**config.mk**
```make
export PLATFORM = sky130hd
export DESIGN_NAME = seg_disp_decoder
export DESIGN_NICKNAME = d
export VERILOG_FILES = /design/src/rtl/seg_disp_pkg.sv /design/src/rtl/seg7_to_bcd.sv /design/src/rtl/seg_disp_decoder.sv
export SDC_FILE = /design/constraint.sdc
export NUM_CORES = 1
export LEC_CHECK = 0
export CAP_MARGIN = 30
export CORE_MARGIN = 2
export CORE_UTILIZATION = 55
export CTS_BUF_LIST = sky130_fd_sc_hd__clkbuf_4
export CTS_CLUSTER_SIZE = 8
export DETAILED_ROUTE_END_ITERATION = 12
export PLACE_DENSITY = 0.76
export SLEW_MARGIN = 40
export SYNTH_ARGS = -nofsm -noshare
export SYNTH_HDL_FRONTEND = slang
export SYNTH_SLANG_ARGS = --single-unit
```
**constraint.sdc**
```tcl
create_clock -name clk -period 3.1 [get_ports clk]
set_clock_uncertainty 0.1 [all_clocks]
set_input_delay 0.31 -clock clk [delete_from_list [all_inputs] [get_ports clk]]
set_output_delay 0.31 -clock clk [all_outputs]
set_load 0.01 [all_outputs]
```
**src/rtl/seg_disp_pkg.sv**
```systemverilog
// Shared constants, types and helpers for the 7-segment display readback path.
// Segment patterns are ordered [6]=a down to [0]=g.
package seg_disp_pkg;

    localparam int NUM_DIGITS = 6;

    localparam logic [6:0] SEG_0     = 7'b1111110;
    localparam logic [6:0] SEG_1     = 7'b0110000;
    localparam logic [6:0] SEG_2     = 7'b1101101;
    localparam logic [6:0] SEG_3     = 7'b1111001;
    localparam logic [6:0] SEG_4     = 7'b0110011;
    localparam logic [6:0] SEG_5     = 7'b1011011;
    localparam logic [6:0] SEG_6     = 7'b1011111;
    localparam logic [6:0] SEG_7     = 7'b1110000;
    localparam logic [6:0] SEG_7_ALT = 7'b1110010;
    localparam logic [6:0] SEG_8     = 7'b1111111;
    localparam logic [6:0] SEG_9     = 7'b1111011;
    localparam logic [6:0] SEG_BLANK = 7'b0000000;

    localparam logic [3:0] DIG_BLANK = 4'hA;
    localparam logic [3:0] DIG_BAD   = 4'hF;

    typedef struct packed {
        logic [NUM_DIGITS*4-1:0] digits;
        logic [NUM_DIGITS-1:0]   dp;
    } frame_t;

    function automatic logic is_one_hot(input logic [NUM_DIGITS-1:0] v);
        return (v != '0) && ((v & (v - 1'b1)) == '0);
    endfunction

    function automatic logic [2:0] one_hot_idx(input logic [NUM_DIGITS-1:0] v);
        logic [2:0] idx;
        idx = '0;
        for (int i = 0; i < NUM_DIGITS; i++) begin
            if (v[i]) idx = 3'(i);
        end
        return idx;
    endfunction

endpackage

```
**src/rtl/seg7_to_bcd.sv**
```systemverilog
// Combinational segment-pattern decoder: digits 0-9, blank, or a bad-pattern flag.
module seg7_to_bcd
    import seg_disp_pkg::*;
(
    input  logic [6:0] seg,
    output logic [3:0] code,
    output logic       bad
);

    always_comb begin
        code = DIG_BAD;
        bad  = 1'b0;
        unique case (seg)
            SEG_0:     code = 4'd0;
            SEG_1:     code = 4'd1;
            SEG_2:     code = 4'd2;
            SEG_3:     code = 4'd3;
            SEG_4:     code = 4'd4;
            SEG_5:     code = 4'd5;
            SEG_6:     code = 4'd6;
            SEG_7:     code = 4'd7;
            SEG_7_ALT: code = 4'd7;
            SEG_8:     code = 4'd8;
            SEG_9:     code = 4'd9;
            SEG_BLANK: code = DIG_BLANK;
            default:   bad  = 1'b1;
        endcase
    end

endmodule

```
**src/rtl/seg_disp_decoder.sv**
```systemverilog
// Reconstructs a 6-digit multiplexed 7-segment display into BCD digits and DP flags,
// publishing a frame only once it has repeated unchanged for STABLE_FRAMES scans.
module seg_disp_decoder
    import seg_disp_pkg::*;
#(
    parameter int   SETTLE        = 4,
    parameter int   STABLE_FRAMES = 2,
    parameter int   TIMEOUT       = 65535,
    parameter logic ENB_POL       = 1'b0
) (
    input  logic                    clk,
    input  logic                    rst,
    input  logic [6:0]              i_seg,
    input  logic                    i_seg_dp,
    input  logic [NUM_DIGITS-1:0]   i_seg_enb,
    output logic [NUM_DIGITS*4-1:0] o_digits,
    output logic [NUM_DIGITS-1:0]   o_dp,
    output logic                    o_valid,
    output logic                    o_err,
    output logic                    o_lost
);

    localparam int SW  = $clog2(SETTLE + 1);
    localparam int STW = $clog2(STABLE_FRAMES + 1);
    localparam int TW  = $clog2(TIMEOUT + 1);

    localparam logic [SW-1:0]  SETTLE_LAST = SW'(SETTLE - 1);
    localparam logic [STW-1:0] STAB_MAX    = STW'(STABLE_FRAMES);
    localparam logic [TW-1:0]  TO_MAX      = TW'(TIMEOUT);
    localparam logic [TW-1:0]  TO_LAST     = TW'(TIMEOUT - 1);

    logic [6:0]            seg_q;
    logic                  dp_q;
    logic [NUM_DIGITS-1:0] en_q;
    logic [NUM_DIGITS-1:0] en_d;
    logic [SW-1:0]         settle_cnt;
    logic                  sampled;
    frame_t                cap;
    frame_t                prev;
    logic                  prev_valid;
    logic [NUM_DIGITS-1:0] cap_mask;
    logic [STW-1:0]        stab_cnt;
    logic [TW-1:0]         to_cnt;

    logic [3:0]            code;
    logic                  bad;
    logic                  changed;
    logic                  one_hot;
    logic                  multi;
    logic [SW-1:0]         eff_cnt;
    logic                  eff_done;
    logic                  do_sample;
    logic [2:0]            slot;
    logic [NUM_DIGITS-1:0] slot_bit;
    logic                  frame_done;
    logic                  frames_equal;
    logic [STW-1:0]        stab_next;
    logic                  publish;

    seg7_to_bcd u_dec (
        .seg  (seg_q),
        .code (code),
        .bad  (bad)
    );

    // The counter view is taken as zero on the very cycle the enable changes, so a
    // dwell of exactly SETTLE cycles yields one sample on its last cycle.
    always_comb begin
        changed      = (en_q != en_d);
        one_hot      = is_one_hot(en_q);
        multi        = (en_q != '0) && !one_hot;
        eff_cnt      = changed ? '0 : settle_cnt;
        eff_done     = changed ? 1'b0 : sampled;
        do_sample    = one_hot && !eff_done && (eff_cnt == SETTLE_LAST);
        slot         = one_hot_idx(en_q);
        slot_bit     = NUM_DIGITS'(1) << slot;
        frame_done   = (cap_mask == '1) && !multi;
        frames_equal = prev_valid && (cap == prev);
        stab_next    = STW'(1);
        if (frames_equal) begin
            stab_next = (stab_cnt == STAB_MAX) ? stab_cnt : stab_cnt + 1'b1;
        end
        publish = frame_done && (stab_next == STAB_MAX)
                  && !(frames_equal && (stab_cnt == STAB_MAX));
    end

    always_ff @(posedge clk) begin
        if (rst) begin
            seg_q      <= '0;
            dp_q       <= 1'b0;
            en_q       <= '0;
            en_d       <= '0;
            settle_cnt <= '0;
            sampled    <= 1'b0;
            cap        <= '0;
            cap_mask   <= '0;
        end else begin
            seg_q <= i_seg;
            dp_q  <= i_seg_dp;
            en_q  <= i_seg_enb ^ {NUM_DIGITS{~ENB_POL}};
            en_d  <= en_q;
            if (one_hot) begin
                settle_cnt <= (eff_cnt == SETTLE_LAST) ? eff_cnt : eff_cnt + 1'b1;
                sampled    <= eff_done || do_sample;
            end else begin
                settle_cnt <= '0;
                sampled    <= 1'b0;
            end
            if (do_sample) begin
                cap.digits[{slot, 2'b00} +: 4] <= code;
                cap.dp[slot]                   <= dp_q;
            end
            // An illegal enable throws away whatever part of the frame was collected.
            if (multi) begin
                cap_mask <= '0;
            end else begin
                cap_mask <= (frame_done ? '0 : cap_mask) | (do_sample ? slot_bit : '0);
            end
        end
    end

    always_ff @(posedge clk) begin
        if (rst) begin
            prev       <= '0;
            prev_valid <= 1'b0;
            stab_cnt   <= '0;
            to_cnt     <= '0;
            o_digits   <= '0;
            o_dp       <= '0;
            o_valid    <= 1'b0;
            o_err      <= 1'b0;
            o_lost     <= 1'b0;
        end else begin
            o_valid <= 1'b0;
            o_err   <= (multi && changed) || (do_sample && bad);
            if (frame_done) begin
                prev       <= cap;
                prev_valid <= 1'b1;
                stab_cnt   <= stab_next;
                to_cnt     <= '0;
                o_lost     <= 1'b0;
                if (publish) begin
                    o_digits <= cap.digits;
                    o_dp     <= cap.dp;
                    o_valid  <= 1'b1;
                end
            end else if (to_cnt != TO_MAX) begin
                to_cnt <= to_cnt + 1'b1;
                if (to_cnt == TO_LAST) begin
                    o_lost   <= 1'b1;
                    stab_cnt <= '0;
                end
            end
        end
    end

endmodule

```
== After elaboration in Yosys (flattened, before gate mapping) ==
Cells that the tools add are included.

* Add/subtract/negate cells: 5
* Multipliers: 0
* Divide/modulo/power cells: 0
* Order comparisons: 2
* Equality and inequality tests: 19
* Shifts and indexed selects: 3
* Multiplexer cells: 22
* Bitwise operators: 5
* Reduce and logical (&&, ||, !) cells: 32

{| class="wikitable"
|+ Operators with widths
! kind !! number
|-
| 7-bit equality test, second input constant || 9
|-
| 4-bit one-hot mux with 11 select lines || 1
|-
| 30-bit equality test || 1
|-
| 24-bit bitwise mux || 1
|-
| 4-bit by 7-bit variable shift with 24-bit output, first input constant || 1
|-
| 4-bit by 7-bit variable part select with 24-bit output || 1
|-
| 3-bit 2-to-1 mux || 6
|-
| 16-bit by 1-bit adder with 16-bit output, second input constant || 1
|-
| 16-bit equality test, second input constant || 1
|-
| 16-bit != test, second input constant || 1
|-
| 7-bit by 6-bit equality test with 1-bit output, second input constant || 2
|-
| 1-bit logical AND || 12
|-
| 6-bit 2-to-1 mux || 2
|-
| 12-bit OR reduction || 1
|-
| 2-bit 2-to-1 mux || 5
|-
| 2-bit OR reduction || 5
|-
| 7-bit zero test || 1
|-
| 5-bit negation with 7-bit output || 1
|-
| 6-bit bitwise AND || 1
|-
| 6-bit bitwise mux || 1
|-
| 6-bit equality test, second input constant || 1
|-
| 6-bit zero test || 1
|-
| 6-bit != test || 1
|-
| 6-bit NOT || 1
|-
| other kinds (17) || 30
|}

* Bits in registers: 142
* Latch bits: 0
* Memory bits (writable): 0
* ROM bits: 0
* Output and inout port bits: 33
* Logic and storage cells: 107
* Memories kept: 0

== Logic depth before layout (Yosys ltp) ==
Gate-level depths: netlist of the first run.

* Depth after elaboration: 11
* Depth in mapped cells: 12
* Gate-level depth less buffers: 10

== Modules after synthesis ==
From an unflattened synthesis of the first run, not the netlist that was laid out.

* Cells, all modules: 678
* Area, all modules: 6,667.6 um^2

{| class="wikitable"
|+ By module, submodules not included
! module !! times used !! cells each !! area each (um^2)
|-
| seg_disp_decoder || 1 || 624 || 6,268.5
|-
| seg7_to_bcd || 1 || 54 || 399.1
|}

== Worst setup path before layout of the first run ==
OpenSTA, ideal clock, no wires.

* Kind: register to register
* Start: register en_q[1]
* End: register cap[12] (netlist name)
* Setup time: 0.070 ns
* Arrival time: 2.729 ns
* Data required time: 2.930 ns
* Setup slack: 0.201 ns
* Stages on the path, launching flop included: 12
* Buffers on the path: 3
* Cells stage by stage: dfxtp_1 -> clkbuf_1 -> xnor2_1 -> nand4_1 -> nor3_1 -> and2_1 -> ha_1 -> a21boi_0 -> clkbuf_1 -> buf_2 -> nand4_1 -> a21oi_1

* Word-level cells in the longest chain between the ends: 8

{| class="wikitable"
|+ RTL lines
! what !! line !! text
|-
| start: declaration || seg_disp_decoder.sv:34 || <nowiki>logic [NUM_DIGITS-1:0] en_q;</nowiki>
|-
| start signal: assignment || seg_disp_decoder.sv:100 || <nowiki>en_q <= i_seg_enb ^ {NUM_DIGITS{~ENB_POL}};</nowiki>
|-
| 1-bit 2-to-1 mux || seg_disp_pkg.sv:36 || <nowiki>if (v[i]) idx = 3'(i);</nowiki>
|-
| 3-bit 2-to-1 mux (4 in a row) || seg_disp_pkg.sv:36 ||
|-
| 5-bit negation with 7-bit output || seg_disp_decoder.sv:110 || <nowiki>cap.digits[{slot, 2'b00} +: 4] <= code;</nowiki>
|-
| 4-bit by 7-bit variable part select with 24-bit output or 4-bit by 7-bit variable shift with 24-bit output (tied branches) || seg_disp_decoder.sv:110 ||
|-
| 24-bit bitwise mux || seg_disp_decoder.sv:110 ||
|-
| end: declaration || seg_disp_decoder.sv:38 || <nowiki>frame_t cap;</nowiki>
|}

Parallel ways exist; a longest one is shown, timed or not.
A chain may end at the register's enable or synchronous reset.

== Worst setup path after layout of the first run ==
* Start: register en_q[2]
* End: register cap[22] (netlist name)

* Word-level cells in the longest chain between the ends: 7

{| class="wikitable"
|+ RTL lines
! what !! line
|-
| 3-bit 2-to-1 mux (4 in a row) || seg_disp_pkg.sv:36
|-
| 5-bit negation with 7-bit output || seg_disp_decoder.sv:110
|-
| 4-bit by 7-bit variable part select with 24-bit output or 4-bit by 7-bit variable shift with 24-bit output (tied branches) || seg_disp_decoder.sv:110
|-
| 24-bit bitwise mux || seg_disp_decoder.sv:110
|}

Parallel ways exist; a longest one is shown, timed or not.

==> reports/results.tsv, run 1 <==
metric	value	unit
Critical Path Start Type	flop	
status	complete, no violations	
share of cells above drive strength 1	0.0818	
PD cells	478	nW/µm²
routed wl met2	6.94	mm
Synth area leaders	dfxtp_1 45%, xnor2_1 5.1%, mux2i_1 5.0%	
clock root buffer	clkbuf_4	
mean post-synth cell area	9.12	µm²
highest clock rate	359	MHz
routability cong.	0.966	
DRC	0	
largest net degree at the start of global routing	62	
WS Path Type	flop to flop	
Metal-1 WL	6.68	mm
Slew Limit Fails	0	
WHS	0.181	ns
Final Hold Vio Count	0	
Critical-path top delay cell	dfxtp_1	
Post-Synth Simple-Gate Area	0.227	
number of flops mapped to enable cells by yosys	0	
Detail Placement HPWL	10.5	mm
clock buffer count from CTS	17	
synthesized area	6370	µm²
row cnt	39	
CTS tree	done	
Initial Util	0.560	
synthesis warning total	0	
uppermost layer routed	met4	
Synth Area in Compound Gates	0.151	
Synth Area in XOR/XNOR	0.0660	
# IOs	49	
Nets	771	
Max VDD drop	344	µV
vias per inst	5.90	
total power	3.53	mW
Synth Net Count	725	
share of synthesized registers carrying an async set or reset	0	
worst hold path type	input pin to flop	
largest family of logic cells by synthesized area	simple AND/OR/NAND/NOR gates	
Seq pwr share	0.529	
Post-Syn Instances	699	
net load switching power	0.854	mW
clock slew at reported path FFs	0.11	ns
final worst slack	0.312	ns
WL met3	713	µm
top post-synthesis cells by count	142 x dfxtp_1, 80 x nand2_1, 42 x nor2_1	
Total Wirelength	14.7	mm
final worst-path cycle share	0.899	
top cell type's share of synthesized area	0.446	
final instance area	7400	µm²
clk sinks	142	
first-pass GRT wire length	24.2	mm
Setup TNS	0	ns
crit-path max cell delay	0.59	ns
crit path max fanout	16	
CP Cell Sequence	xnor2_1 > nand4_1 > nor3_1 > and2_1 > ha_1 > a21bo_1 > or3_1 > o22ai_1	
GRT Util Overall	0.241	
area of placed instances	7040	µm²
core area	11400	µm²
layout overhead on the synthesized area	16.1	%
Switching Share	0.242	
Tmin final	2.79	ns
Wirelength per Cell	16.3	µm
area share of fa/ha/maj cells after synthesis	0.0196	
static leakage	2.82	nW
Die Y	112	µm
number of global-route vias before repair	4898	
mux cell area share after synthesis	0.0556	
Critical Path RT	3.47	ns
CTS H-Tree Depth	4	
antenna-violating nets left	0	
count leader, synth	dfxtp_1	
Starting DRT DRC Count	467	
cell internal pwr	2.68	mW
die width	112	µm
Non-Filler Instances	902	
ys flop type	dfxtp_1	
register area share after synthesis	0.446	
gr ovfl total	0	
worst-skew pair later-pin latency	0.55	ns
worst slack, placed	0.264	ns
Critical Path AT	3.16	ns
FF+latch count, synth	142	
synth unique cells	60	
Crit. End Element	flop	
Slew HR	0.536	
Port-buffer cells	48	
vias	5320	
max-cap violation count	0	
Final Util	0.651	
Pre-antenna DRT Iters	5	
Final setup viols	0	
slew of the pin with the lowest slew margin	0.689	ns
RSZ-0062 raised after global routing	no	
placed cell count	869	
combinational power share	0.066	
Clk pwr share	0.405	
CTS Buffer Depth	2	
initial antenna violation count	1	
largest area contributor in the netlist	dfxtp_1	
DIE AREA	12500	µm²
==> flip-flops by register name, indices dropped and copies added (netlist names), 3 cells and up <==
name	count
cap	30
cap_mask	6
en_d	6
en_q	6
o_digits	24
o_dp	6
prev	30
seg_q	7
settle_cnt	3
to_cnt	16
==> cells in the final DEF (no fill, tap or decap), drive strengths merged, types with 7 or more instances in the layout <==
cell / count
a21oi: 29
dfxtp: 142
a211oi: 11
clkbuf: 19
xor2: 11
nand3: 19
nand2b: 15
nor3: 18
nor2b: 25
xnor2: 37
inv: 15
buf: 18
mux2i: 32
nand2: 80
o21ai: 14
nor2: 42
o22ai: 8
clkdlybuf4s50: 48
nand4: 35
nor4: 11
o31ai: 8
a22o: 31
ha: 10
or3: 7
==> kinds of logic after synthesis <==
family                   after synthesis
XOR/XNOR                              48
multiplexers                          35
AO/OA/AOI/OAI                        134
buffers and inverters                 53
AND/OR/NAND/NOR                      277
adder cells (fa/ha/maj)               10
flip-flops                           142
==> worst paths after layout <==
path | startpoint | endpoint | slack, ns | cells after the start
max reg2reg | en_q[2] | cap[22] | 0.31 | 8
max | en_q[2] | cap[22] | 0.31 | 8
min | i_seg_enb[5] | en_q[5] | 0.18 | 2
min reg2reg | cap_mask[3] | cap_mask[3] | 0.37 | 2
==> power groups by stage <==
| stage | combinational [mW] | sequential, mW | clock, mW |
|---|---|---|---|
| floorplan | 0.161 | 1.90 | 0 |
| global placement | 0.225 | 1.91 | 0 |
| detailed placement | 0.230 | 1.91 | 0 |
| CTS | 0.231 | 1.87 | 1.45 |
| global route | 0.255 | 1.87 | 1.53 |
| finish | 0.234 | 1.87 | 1.43 |
==> critical path, delay by kind of cell, from the launching register on <==
family | cells | cell delay (ns)
simple gates | 4 | 1.16
flops | 1 | 0.59
compound gates | 2 | 0.52
xor+xnor | 1 | 0.18
fa+ha+maj | 1 | 0.16
==> final cells by class <==
cell class	instances	area (µm²)
antenna	1	2.50
clock buffer	19	143
clock inverter	13	214
fill	946	3970
inverter	14	52.6
multi-input combinational	504	3320
sequential	142	2840
tap	143	179
timing repair buffer	66	641
==> repair_timing <==
action | in CTS | in global routing
setup buffers | 0 | 0
setup endpoints to repair | 0 | 6
hold buffers | 0 | 0
resized for setup | 0 | 1
==> metal layers <==
layer,track usage,vias to the layer above
li1,-,2626
met1,0.313,2521
met2,0.383,150
met3,0.0582,23
met4,0.102,0
met5,0,-
(Power assumes the default switching activity.)
==> inputs of run 2 (changes only) <==
--- a/config.mk
+++ b/config.mk
@@ -6,13 +6,14 @@
 export NUM_CORES = 1
 export LEC_CHECK = 0
 export CAP_MARGIN = 30
+export CORE_ASPECT_RATIO = 1.75
 export CORE_MARGIN = 2
 export CORE_UTILIZATION = 55
 export CTS_BUF_LIST = sky130_fd_sc_hd__clkbuf_4
 export CTS_CLUSTER_SIZE = 8
 export DETAILED_ROUTE_END_ITERATION = 12
-export PLACE_DENSITY = 0.76
-export SLEW_MARGIN = 40
+export PLACE_DENSITY = 0.79
+export SLEW_MARGIN = 20
 export SYNTH_ARGS = -nofsm -noshare
 export SYNTH_HDL_FRONTEND = slang
 export SYNTH_SLANG_ARGS = --single-unit
==> constraint.sdc (replaced) <==
create_clock -name clk -period 2.5 [get_ports clk]
set_clock_uncertainty 0.1 [all_clocks]
set_input_delay 0.25 -clock clk [delete_from_list [all_inputs] [get_ports clk]]
set_output_delay 0.25 -clock clk [all_outputs]
set_load 0.01 [all_outputs]
==> run 2 against run 1 <==
Sequential cell count stayed put; first-iteration DRC count shrank 7.9%; cell area rose by 4.2%; global-route usage up 2.3 points; power grew 21%; sequential power rose by 24%; critical path type unchanged; largest cell class unchanged; largest power group unchanged.
==> reports/results.tsv, run 2 (synthesized netlist as in run 1, its figures left out) <==
metric	value	unit
DRC	0	
row cnt	52	
# IOs	49	
Slew HR	0.532	
first-pass GRT wire length	26.4	mm
routability cong.	0.982	
commonest non-fill, non-tap cells in the layout	140 x dfxtp_1, 80 x nand2_1, 48 x clkdlybuf4s50_1	
Starting DRT DRC Count	430	
Critical Path Start Type	flop	
share of cells above drive strength 1	0.137	
hold_buf cts	0	
CTS H-Tree Depth	4	
WS Path Type	flop to flop	
largest net degree at the start of global routing	40	
clk sinks	142	
CTS tree	done	
WHS	0.103	ns
crit path max fanout	13	
layout overhead on the synthesized area	21.0	%
RSZ-0062 raised after global routing	yes	
Switching Share	0.245	
Slew Limit Fails	0	
n_diodes	0	
PD cells	554	nW/µm²
Crit. End Element	flop	
Total Wirelength	16.0	mm
Final setup viols	0	
die width	85.4	µm
final worst-path cycle share	0.970	
highest clock rate	412	MHz
initial antenna violation count	0	
total power	4.27	mW
vias	5633	
area of placed instances	7250	µm²
Setup TNS	0	ns
DIE AREA	12500	µm²
worst-skew pair later-pin latency	0.55	ns
max-cap violation count	0	
Nets	796	
number of global-route vias before repair	5652	
worst hold path type	input pin to flop	
biggest registers after layout	cap: 30 flops, prev: 30 flops, o_digits: 24 flops	
Non-Filler Instances	917	
slew of the pin with the lowest slew margin	0.699	ns
Tmin final	2.43	ns
clock root buffer	clkbuf_4	
internal reg-to-reg setup slack	0.07	ns
Final Hold Vio Count	0	
final worst slack	0.0740	ns
Clk pwr share	0.374	
placed cell count	884	
Max VDD drop	380	µV
Initial Util	0.556	
Pre-antenna DRT Iters	7	
clock slew at reported path FFs	0.11	ns
Wirelength per Cell	17.5	µm
CTS Buffer Depth	2	
GRT Util Overall	0.264	
core area	11500	µm²
Detail Placement HPWL	11.8	mm
combinational power share	0.085	
final instance area	7710	µm²
most common cell after layout, fill and taps aside	dfxtp_1	
status	complete, no violations	
Final Util	0.673	
Seq pwr share	0.542	
clock buffer count from CTS	17	
static leakage	2.94	nW
cell internal pwr	3.22	mW
Die Y	146	µm
antenna-violating nets left	0	
Port-buffer cells	48	
Critical Path AT	2.80	ns
net load switching power	1.05	mW
worst slack, placed	-0.0874	ns
Critical Path RT	2.88	ns
vias per inst	6.14	
gr ovfl total	0	
-- run 2: worst max-delay path: stages, from the launching register on --
cell and delay, ns:
dfxtp_2 0.36, xnor2_2 0.18, nand4_1 0.20, nor3_4 0.20, and2_1 0.17, ha_2 0.19
a21bo_2 0.34, nor4_2 0.26, buf_4 0.18, mux2i_1 0.18
-- run 2: layout make-up --
cell class	count	area, µm²
well taps	135	169
flip-flops and latches	142	2850
multi-input cells	504	3470
fillers	892	3740
repair buffers	91	862
clock inverters	13	171
inverters	14	52.6
clock buffers	18	135
-- run 2: final timing paths --
| kind | from | to | cells after the start |
|---|---|---|---|
| setup / recovery | en_q[2] | cap[0] | 9 |
| hold / removal | i_seg_enb[5] | en_q[5] | 2 |
| setup reg to reg | en_q[2] | cap[0] | 9 |
| hold reg to reg | o_lost | o_lost | 2 |
-- run 2: power groups by stage --
| stage | Sequential (mW) | Clock (mW) | Combinational (mW) |
|---|---|---|---|
| 2_1_floorplan | 2.35 | 0 | 0.212 |
| 3_3_place_gp | 2.36 | 0 | 0.331 |
| 3_5_place_dp | 2.36 | 0 | 0.340 |
| 4_1_cts | 2.31 | 1.61 | 0.342 |
| 5_1_grt | 2.32 | 1.73 | 0.391 |
| 6_report | 2.31 | 1.60 | 0.362 |
-- run 2: routing by layer --
layer | GRT usage | wire, µm | vias to the layer above
li1 | - | - | 2663
met3 | 0.0492 | 737 | 71
met1 | 0.279 | 5890 | 2689
met4 | 0.178 | 875 | 0
met2 | 0.463 | 8500 | 210
met5 | 0 | 0 | -
-- run 2: what timing repair did --
item / CTS / global route
pin swaps: 0 / 4
buffers inserted: 0 / 1
cloned: 0 / 1
gates resized for setup: 2 / 22
setup endpoints to repair: 2 / 54
==> inputs of run 3 (changes only) <==
--- a/config.mk
+++ b/config.mk
@@ -13,6 +13,7 @@
 export CTS_CLUSTER_SIZE = 8
 export DETAILED_ROUTE_END_ITERATION = 12
 export PLACE_DENSITY = 0.79
+export SKIP_LAST_GASP = 1
 export SLEW_MARGIN = 20
 export SYNTH_ARGS = -nofsm -noshare
 export SYNTH_HDL_FRONTEND = slang
==> run 3 against run 2 <==
Critical path depth down 1; register-to-register slack worse by 0.04 ns; via count is 0.25% higher; global-route usage did not move; setup slack lost 0.037 ns; clock-buffer cell count stayed put; maximum frequency is 1.5% lower; die area stayed put; cell area decreased by 0.32%; sequential power is essentially flat; routed wire length shrank 0.36%; largest cell class unchanged.
==> reports/results.tsv, run 3 (synthesized netlist as in run 1, its figures left out) <==
metric	value	unit
status	complete, no violations	
Critical-path top delay cell	or4_4	
Max VDD drop	381	µV
worst slack, placed	-0.0874	ns
final worst slack	0.0371	ns
WHS	0.0991	ns
DRC	0	
most common cell after layout, fill and taps aside	dfxtp_1	
Port-buffer cells	48	
PD cells	555	nW/µm²
vias	5647	
Critical Path RT	2.89	ns
WS Path Type	flop to flop	
CP bufs+invs	3	
n_diodes	0	
row cnt	52	
Total Wirelength	16.0	mm
Slew Limit Fails	0	
Wirelength per Cell	17.4	µm
Initial Util	0.556	
static leakage	2.94	nW
Pre-antenna DRT Iters	5	
RSZ-0062 raised after global routing	yes	
core area	11500	µm²
biggest registers after layout	cap: 30 flops, prev: 30 flops, o_digits: 24 flops	
Crit. End Element	flop	
DIE AREA	12500	µm²
gr ovfl total	0	
fill cell count	898	
crit-path max cell delay	0.58	ns
slew of the pin with the lowest slew margin	0.693	ns
Critical path origin	en_q[2]	
worst-skew pair later-pin latency	0.56	ns
Final Util	0.671	
Top delay family on crit path	simple AND/OR/NAND/NOR gates	
antenna-violating nets left	0	
Setup TNS	0	ns
largest net degree at the start of global routing	40	
Slew HR	0.536	
Worst Min Path Start	i_seg_enb[5]	
first-pass GRT wire length	26.4	mm
clock buffer count from CTS	17	
crit path max fanout	32	
Final Hold Vio Count	0	
origin of the critical flop-to-flop path	en_q[2]	
Tmin final	2.46	ns
Final setup viols	0	
CTS Buffer Depth	2	
share of cells above drive strength 1	0.132	
vias per inst	6.16	
Die Y	146	µm
Critical Path Start Type	flop	
Detail Placement HPWL	11.8	mm
worst hold path type	input pin to flop	
commonest non-fill, non-tap cells in the layout	140 x dfxtp_1, 80 x nand2_1, 48 x clkdlybuf4s50_1	
highest clock rate	406	MHz
CTS H-Tree Depth	4	
clock root buffer	clkbuf_4	
initial antenna violation count	0	
clock slew at reported path FFs	0.11	ns
critical path's most frequent cell	buf_4	
Nets	796	
# IOs	49	
die width	85.4	µm
clk sinks	142	
GRT Util Overall	0.264	
final worst-path cycle share	0.985	
max-cap violation count	0	
routability cong.	0.982	
CP Cell Sequence	buf_4 > or4_4 > o21ai_4 > buf_4 > nand3_2 > nor4_4 > buf_12 > a22o_1	
number of global-route vias before repair	5652	
Critical Path AT	2.85	ns
CTS tree	done	
Starting DRT DRC Count	421	
layout overhead on the synthesized area	20.6	%
-- run 3: cell counts in the layout (fill, tap and decap cells not counted) --
No cell type changed its count.
-- run 3: path summary, 6_finish.rpt --
kind	to	slack (ns)	cells past startpoint
min	en_q[5]	0.1	2
max reg2reg	prev[19]	0.04	8
min reg2reg	o_lost	0.36	2
max	prev[19]	0.04	8
-- run 3: worst reg2reg max path, cell delays in order, from the launching register on --
cell,delay (ns)
dfxtp_2,0.36
buf_4,0.17
or4_4,0.58
o21ai_4,0.17
buf_4,0.17
nand3_2,0.20
nor4_4,0.24
buf_12,0.23
a22o_1,0.18
-- run 3: final cells by class --
| cell class | count | area [µm²] | share of cell area |
|---|---|---|---|
| timing repair buffer | 91 | 862 | 0.112 |
| clock inverter | 13 | 171 | 0.0223 |
| inverter | 14 | 52.6 | 0.00684 |
| sequential | 142 | 2850 | 0.370 |
| tap | 135 | 169 | 0.0220 |
| clock buffer | 18 | 135 | 0.0176 |
| multi-input combinational | 504 | 3450 | 0.449 |
-- run 3: repair_timing --
| item | 4_1_cts | 5_1_grt |
|---|---|---|
| setup buffers | 0 | 1 |
| pin swaps | 0 | 4 |
| hold buffers | 0 | 0 |
| resized for setup | 2 | 17 |
| gates cloned | 0 | 1 |
| endpoints found under the setup margin | 2 | 54 |
-- run 3: per-stage QoR --
step / cells / area (µm²) / power [mW]
after floorplan: 699 / 6420 / 2.57
after global placement: 884 / 7250 / 2.69
after detailed placement: 884 / 7250 / 2.70
after CTS: 915 / 7560 / 4.26
after global routing: 917 / 7680 / 4.44
final: 917 / 7680 / 4.27
-- run 3: routing by layer --
| metal | GRT usage | vias to the layer above | part of all wire |
|---|---|---|---|
| li1 | - | 2669 | - |
| met1 | 0.279 | 2686 | 0.37 |
| met2 | 0.463 | 221 | 0.53 |
| met3 | 0.0492 | 71 | 0.048 |
| met4 | 0.178 | 0 | 0.054 |
| met5 | 0 | - | 0 |
-- run 3: where the power goes --
| group | switching [mW] | leakage (nW) | internal, mW |
|---|---|---|---|
| Combinational | 0.206 | 1.64 | 0.152 |
| Clock | 0.810 | 0.154 | 0.786 |
| Sequential | 0.0272 | 1.15 | 2.29 |
| Total | 1.04 | 2.94 | 3.22 |
